**src/rtl/dec_tdm_scheduler.sv**
```systemverilog
// Round-robin TDM serializer for decimator channels.
// One sample buffered per channel, shifted out MSB-first with frame sync.
module dec_tdm_scheduler #(
  parameter int DATA_W = 22,
  parameter int N_CH   = 4,
  parameter int CH_W   = $clog2(N_CH)
) (
  input  logic                     clk,
  input  logic                     rst,
  input  logic [N_CH*DATA_W-1:0]   sample_i,
  input  logic [N_CH-1:0]          valid_i,
  input  logic [N_CH-1:0]          ch_en_i,
  input  logic                     ovr_clr_i,
  output logic                     data_o,
  output logic                     frame_sync_o,
  output logic [CH_W-1:0]          slot_o,
  output logic                     busy_o,
  output logic [N_CH-1:0]          overrun_o
);

  localparam int CNT_W = $clog2(DATA_W);
  localparam logic [CH_W:0] NCH = (CH_W+1)'(N_CH);

  typedef enum logic {IDLE, SHIFT} state_t;

  state_t state, state_nxt;

  logic [DATA_W-1:0] hold [N_CH];
  logic [N_CH-1:0]   pend, pend_nxt;
  logic [N_CH-1:0]   ovr, ovr_nxt, ovr_set;
  logic [N_CH-1:0]   cap, take;
  logic [CH_W-1:0]   rr_ptr, grant, slot;
  logic [CH_W:0]     idx;
  logic              grant_vld, fire, last_bit;
  logic [DATA_W-1:0] shifter;
  logic [CNT_W-1:0]  cnt;

  // Rotating priority search starting at rr_ptr
  always_comb begin
    grant     = '0;
    grant_vld = 1'b0;
    idx       = '0;
    for (int i = 0; i < N_CH; i++) begin
      idx = {1'b0, rr_ptr} + (CH_W+1)'(i);
      if (idx >= NCH) idx = idx - NCH;
      if (!grant_vld && pend[idx[CH_W-1:0]]) begin
        grant     = idx[CH_W-1:0];
        grant_vld = 1'b1;
      end
    end
  end

  assign fire     = (state == IDLE) && grant_vld;
  assign last_bit = (cnt == CNT_W'(DATA_W-1));

  always_ff @(posedge clk or posedge rst) begin
    if (rst) state <= IDLE;
    else     state <= state_nxt;
  end

  always_comb begin
    state_nxt = state;
    unique case (state)
      IDLE:  if (grant_vld) state_nxt = SHIFT;
      SHIFT: if (last_bit)  state_nxt = IDLE;
      default: state_nxt = IDLE;
    endcase
  end

  always_comb begin
    busy_o       = (state == SHIFT);
    data_o       = busy_o & shifter[DATA_W-1];
    frame_sync_o = busy_o && (cnt == '0);
    slot_o       = slot;
    overrun_o    = ovr;
  end

  // A grant and a capture in the same cycle is not an overrun:
  // the shifter takes the old word, the new one stays pending.
  always_comb begin
    for (int k = 0; k < N_CH; k++) begin
      cap[k]     = valid_i[k] && ch_en_i[k];
      take[k]    = fire && (grant == CH_W'(k));
      ovr_set[k] = cap[k] && pend[k] && !take[k];
      if (!ch_en_i[k])  pend_nxt[k] = 1'b0;
      else if (cap[k])  pend_nxt[k] = 1'b1;
      else if (take[k]) pend_nxt[k] = 1'b0;
      else              pend_nxt[k] = pend[k];
    end
    ovr_nxt = (ovr_clr_i ? '0 : ovr) | ovr_set;
  end

  always_ff @(posedge clk or posedge rst) begin
    if (rst) begin
      for (int k = 0; k < N_CH; k++) hold[k] <= '0;
      pend <= '0;
      ovr  <= '0;
    end else begin
      for (int k = 0; k < N_CH; k++)
        if (cap[k]) hold[k] <= sample_i[k*DATA_W +: DATA_W];
      pend <= pend_nxt;
      ovr  <= ovr_nxt;
    end
  end

  always_ff @(posedge clk or posedge rst) begin
    if (rst) begin
      shifter <= '0;
      cnt     <= '0;
      slot    <= '0;
      rr_ptr  <= '0;
    end else if (fire) begin
      shifter <= hold[grant];
      cnt     <= '0;
      slot    <= grant;
      rr_ptr  <= (grant == CH_W'(N_CH-1)) ? '0 : grant + 1'b1;
    end else if (state == SHIFT) begin
      shifter <= {shifter[DATA_W-2:0], 1'b0};
      cnt     <= cnt + 1'b1;
    end
  end

endmodule
```
**config.mk**
```make
export PLATFORM = sky130hd
export DESIGN_NAME = dec_tdm_scheduler
export DESIGN_NICKNAME = d
export VERILOG_FILES = /design/src/rtl/dec_tdm_scheduler.sv
export SDC_FILE = /design/constraint.sdc
export NUM_CORES = 1
export LEC_CHECK = 0
export ABC_AREA = 1
export CAP_MARGIN = 20
export CORE_MARGIN = 2
export CORE_UTILIZATION = 50
export CTS_BUF_LIST = sky130_fd_sc_hd__clkbuf_8
export CTS_CLUSTER_SIZE = 12
export DETAILED_ROUTE_END_ITERATION = 8
export GPL_ROUTABILITY_DRIVEN = 0
export GPL_TIMING_DRIVEN = 0
export MAX_ROUTING_LAYER = met4
export PLACE_DENSITY = 0.87
export SLEW_MARGIN = 20
export SYNTH_ARGS = -nofsm -noshare
export SYNTH_HDL_FRONTEND = slang
export SYNTH_SLANG_ARGS = --single-unit
```
**constraint.sdc**
```tcl
create_clock -name clk -period 6.6 [get_ports clk]
set_input_delay 1.65 -clock clk [delete_from_list [all_inputs] [get_ports clk]]
set_output_delay 1.65 -clock clk [all_outputs]
set_load 0.03 [all_outputs]
```
# Word-level counts from Yosys, hierarchy flattened
# Index checks and enable logic that the tools add are counted.
[word_totals]
inputBits = 99
mem_count = 0
latch_bits = 0
mem_bits_rw = 0
rom_bits = 0
wordCells = 119
out_inout_bits = 9
regBits = 128
[classes]
n_reduce_logical = 31
n_eq_ne = 8
mux = 44
n_shift = 0
div = 0
add_sub_neg = 9
bitwise_logic = 4
n_lt_le_gt_ge = 9
n_mul = 0
[op_table]
columns = ["cell", "n"]
rows = [
  ["$mux W22", 4],
  ["$bmux W22 S2", 1],
  ["$mux W1", 22],
  ["$logic_and A1 B1 Y1", 21],
  ["$mux W2", 9],
  ["$ge A3 B3 Y1 const B", 4],
  ["$lt A2 B3 Y1 const B", 4],
  ["$ne A3 B1 Y1 const B", 4],
  ["$mux W5", 2],
  ["$bmux W1 S2", 4],
  ["$sub A2 B1 Y2 const B", 4],
  ["$logic_not A1 Y1", 7],
  ["$add A2 B2 Y3 const B", 2],
  ["$add A5 B1 Y5 const B", 1],
  ["$eq A5 B5 Y1 const B", 1],
  ["$logic_not A5 Y1", 1],
  ["$eq A2 B2 Y1 const B", 2],
  ["$mux W4", 1],
  ["$or A4 B4 Y4", 1],
  ["$add A2 B1 Y3 const B", 1],
  ["$ge A2 B3 Y1 const B", 1],
  ["$not A2 Y3", 1],
  ["$add A2 B1 Y2 const B", 1],
  ["$eq A2 B1 Y1 const B", 1],
  ["5 further kinds", 5],
]

# Longest topological paths before layout
[depth]
word_depth = 19
mapped_depth = 16
depth_no_buf = 16

# Worst setup path before layout
# No wires, ideal clock.
[synth_path]
path_type = "register -> output"
start = "reg state (netlist: busy_o)"
end = "out frame_sync_o"
t_required_ns = 4.950
stages_incl_launch_ff = 5
n_path_buf = 2
t_arrival_ns = 2.099
slack_ns = 2.851
path_cell_list = "dfrtp_1 > clkbuf_1 > clkbuf_1 > nand2_1 > nor4_1"
[synth_between]
elab_chain_cells = 1
[synth_rtl]
columns = ["element", "line_no", "text"]
rows = [
  ["from (decl)", "26", "state_t state, state_nxt;"],
  ["from (signal assigned)", "58", "else state <= state_nxt;"],
  ["$logic_and A1 B1 Y1", "73", "frame_sync_o = busy_o && (cnt == '0);"],
  ["to (decl)", "15", "output logic frame_sync_o,"],
]
# No other way between the ends.

# Worst setup path in the final report
# Same ends and word-level chain as after synthesis.

==> qor.yml <==
outcome:
  outcome: "finished clean"
floorplan:
  die_x_um: 116
  io_pins: 108
  initial_core_util_pct: 51.7
  core_area_um2: 12200
  dieArea_um2: 13500
  die_y_um: 116
  row_count: 40
detailed_routing:
  top_layer: "met4"
  first_iter_violations: 446
  wl_met1_mm: 6.81
  num_vias: 5548
  ant_nets: 0
  wl_met3_mm: 1.19
  post-route-drc-count: 0
  met2WireLength_mm: 7.84
  routed_wl_mm: 16.3
  dr.pass1.iters: 6
  post_drt_wl_per_cell_um: 15.4
  via_per_inst: 5.23
sta:
  final-hold-violation-count: 0
  period_minus_slack_ns: 4.49
  rsz0062_at_grt: "no"
  setup_viol: 0
  worstMarginPinSlew_ns: 0.671
  finClkSkew_ns: 0.0118
  min_period_over_period_pct: 68.1
  clock.fmax_mhz: 223
  drv_slew: 0
  fin_hold_ws_ns: 0.485
  relSlewSlack_pct: 55.3
setup_path:
  cp-startpoint: "busy_o"
  cp.arrival_ns: 2.84
  required_ns: 4.95
  cpMostUsedCell: "clkbuf_1"
  r2r_start: "rr_ptr[0]"
  r2r-end: "shifter[20]"
  critPathKind: "flip-flop to primary output"
  rrSetupSlack_ns: 4.29
  slowest_stage: "clkdlybuf4s50_1"
  crit_fanout: 10
  worst_setup_path_start_kind: "flip-flop"
  crit_chain: "clkbuf_1, clkbuf_1, nand2_1, nor4_1, clkdlybuf4s50_1"
  max_stage_delay_ns: 0.73
  r2r_cells: 14
  end_kind: "primary output"
final_layout:
  layout-drive-gt1-share_pct: 12.7
  layout.nets: 983
  syn_to_final_growth_pct: 27.6
  final_common_cell: "nand2_1"
  final_cell_mix: "290 x nand2_1, 128 x dfrtp_1, 107 x clkdlybuf4s50_1, 60 x inv_1, 55 x nor2_1"
  fill_cells: 974
  n_antenna_cell: 0
global_route:
  grt_first_pass_wirelength_mm: 26.4
  grt_usage_pct: 26.6
  grt_overflow: 0
  first_global_vias: 5332
  antenna_found_initial: 0
  grt_max_degree: 66
clocking:
  clock_path_buffers: 2
  ctsHtreeMaxLevel: 4
  post_cts_buffers: 0
  post_cts_resized: 0
  cts-root-buf: "clkbuf_8"
  cts_tree: "yes"
  cts_hold_buf: 0
  insertion_delay_ns: 0.44
  cts_buffers: 17
  cts_sinks: 128
  path_clk_slew_ns: 0.08
power_and_ir_drop:
  total_power_w: 0.00317
  max-vdd-ir-drop_v: 0.000246
  leakage_nw: 4.07
  powerDensity_nw_per_um2: 395
logic_synthesis:
  synth_cell_types: 33
  ys_seq_elements: 128
  dominantRegCellSynth: "dfrtp_1"
  avgSynthCellArea_um2: 8.35
  synth.cell_area_um2: 6290
  ys_seq_area_share_pct: 51.0
  synth.net_count: 856
  synth_cells: 753
  synth-async-reset-ratio_pct: 100
  yosysWarnings: 0
  synth_edf_count: 0
place:
  hpwl_mm: 12.0
  io_buffer_count: 107
min_path:
  hp-class: "flip-flop to flip-flop"
  whs_path_depth: 2
  hold_end: "hold[39]"
  min_from: "hold[39]"
flow_run:
  cap_violations: 0
## cells in the mapped netlist, types with 2 or more instances
master | n | area, µm²
o21ai_0 | 19 | 95.1
buf_1 | 2 | 7.51
buf_2 | 3 | 15.0
inv_1 | 61 | 229
nand3_4 | 3 | 52.6
nand4_1 | 15 | 93.8
buf_6 | 7 | 78.8
a22oi_1 | 7 | 52.6
inv_4 | 2 | 12.5
inv_2 | 3 | 11.3
nand3_1 | 43 | 215
clkbuf_1 | 14 | 52.6
a21oi_1 | 24 | 120
nor2_1 | 55 | 206
dfrtp_1 | 128 | 3200
or2_1 | 4 | 25.0
o22ai_1 | 2 | 12.5
buf_4 | 2 | 15.0
nand3_2 | 2 | 20.0
mux2_2 | 32 | 360
nor2_8 | 3 | 60.1
nand2_4 | 5 | 56.3
nand2_1 | 290 | 1090
nand2_2 | 15 | 93.8
ha_1 | 4 | 50.1
## kinds of logic after synthesis
kind of cell	share of synthesized area, %
adder cells (fa/ha/maj)	0.796
flip-flops	51.0
buffers and inverters	6.93
AO/OA/AOI/OAI	4.80
AND/OR/NAND/NOR	30.8
multiplexers	5.73
## worst max-delay path, delay by kind of cell (launching register included)
family        cells  cell delay, ns
simple gates      2            0.37
flops             1            0.41
buf+inv           3            1.62
## where the power goes
group          total, W  internal [W]  switching (W)
clock network  0.000712      0.000393       0.000319
logic           0.00141      0.000511       0.000904
registers       0.00104      0.000943       0.000101
## per-stage QoR
| step | setup slack (ns) | instance area (µm²) | utilization (%) | std cells | TNS, ns |
|---|---|---|---|---|---|
| finish | 2.11 | 8020 | 66.0 | 1060 | 0 |
| floorplan | 1.54 | 6290 | - | 753 | 0 |
| global route | 1.91 | 8020 | 66.0 | 1060 | 0 |
| detailed placement | 2.62 | 7600 | 62.5 | 1029 | 0 |
| global placement | -0.210 | 7570 | 62.2 | 1028 | -25.99 |
| CTS | 2.12 | 8020 | 66.0 | 1060 | 0 |
## sequential cells by signal (all words and copies together) (netlist names)
register and cells:
busy_o 1, cnt 5, hold 88, overrun_o 4, pend 4, rr_ptr 2
shifter 22, slot_o 2
## final cells by class
type | count | area [µm²] | area share [%]
Buffer | 28 | 169 | 2.11
Clock inverter | 12 | 160 | 2.00
Timing Repair Buffer | 108 | 1100 | 13.7
Sequential cell | 128 | 3200 | 39.9
Multi-Input combinational cell | 529 | 2650 | 33.0
Inverter | 68 | 274 | 3.41
Tap cell | 168 | 210 | 2.62
Clock buffer | 19 | 262 | 3.26
## per-layer routing
layer | track usage (%) | up-vias
li1 | - | 2630
met2 | 41.0 | 253
met4 | 11.2 | 0
met5 | - | -
met3 | 5.19 | 47
met1 | 34.7 | 2618
## worst max-delay path by stage
stage          depth (start not counted)           end  slack, ns
6_report                               5  frame_sync_o       2.11
5_1_grt                                5  frame_sync_o       1.91
4_1_cts                                5  frame_sync_o       2.12
3_5_place_dp                           5  frame_sync_o       2.62
3_3_place_gp                           2      hold[61]      -0.21
2_1_floorplan                          1        busy_o       1.54
Power figures use the tool's default switching activity.
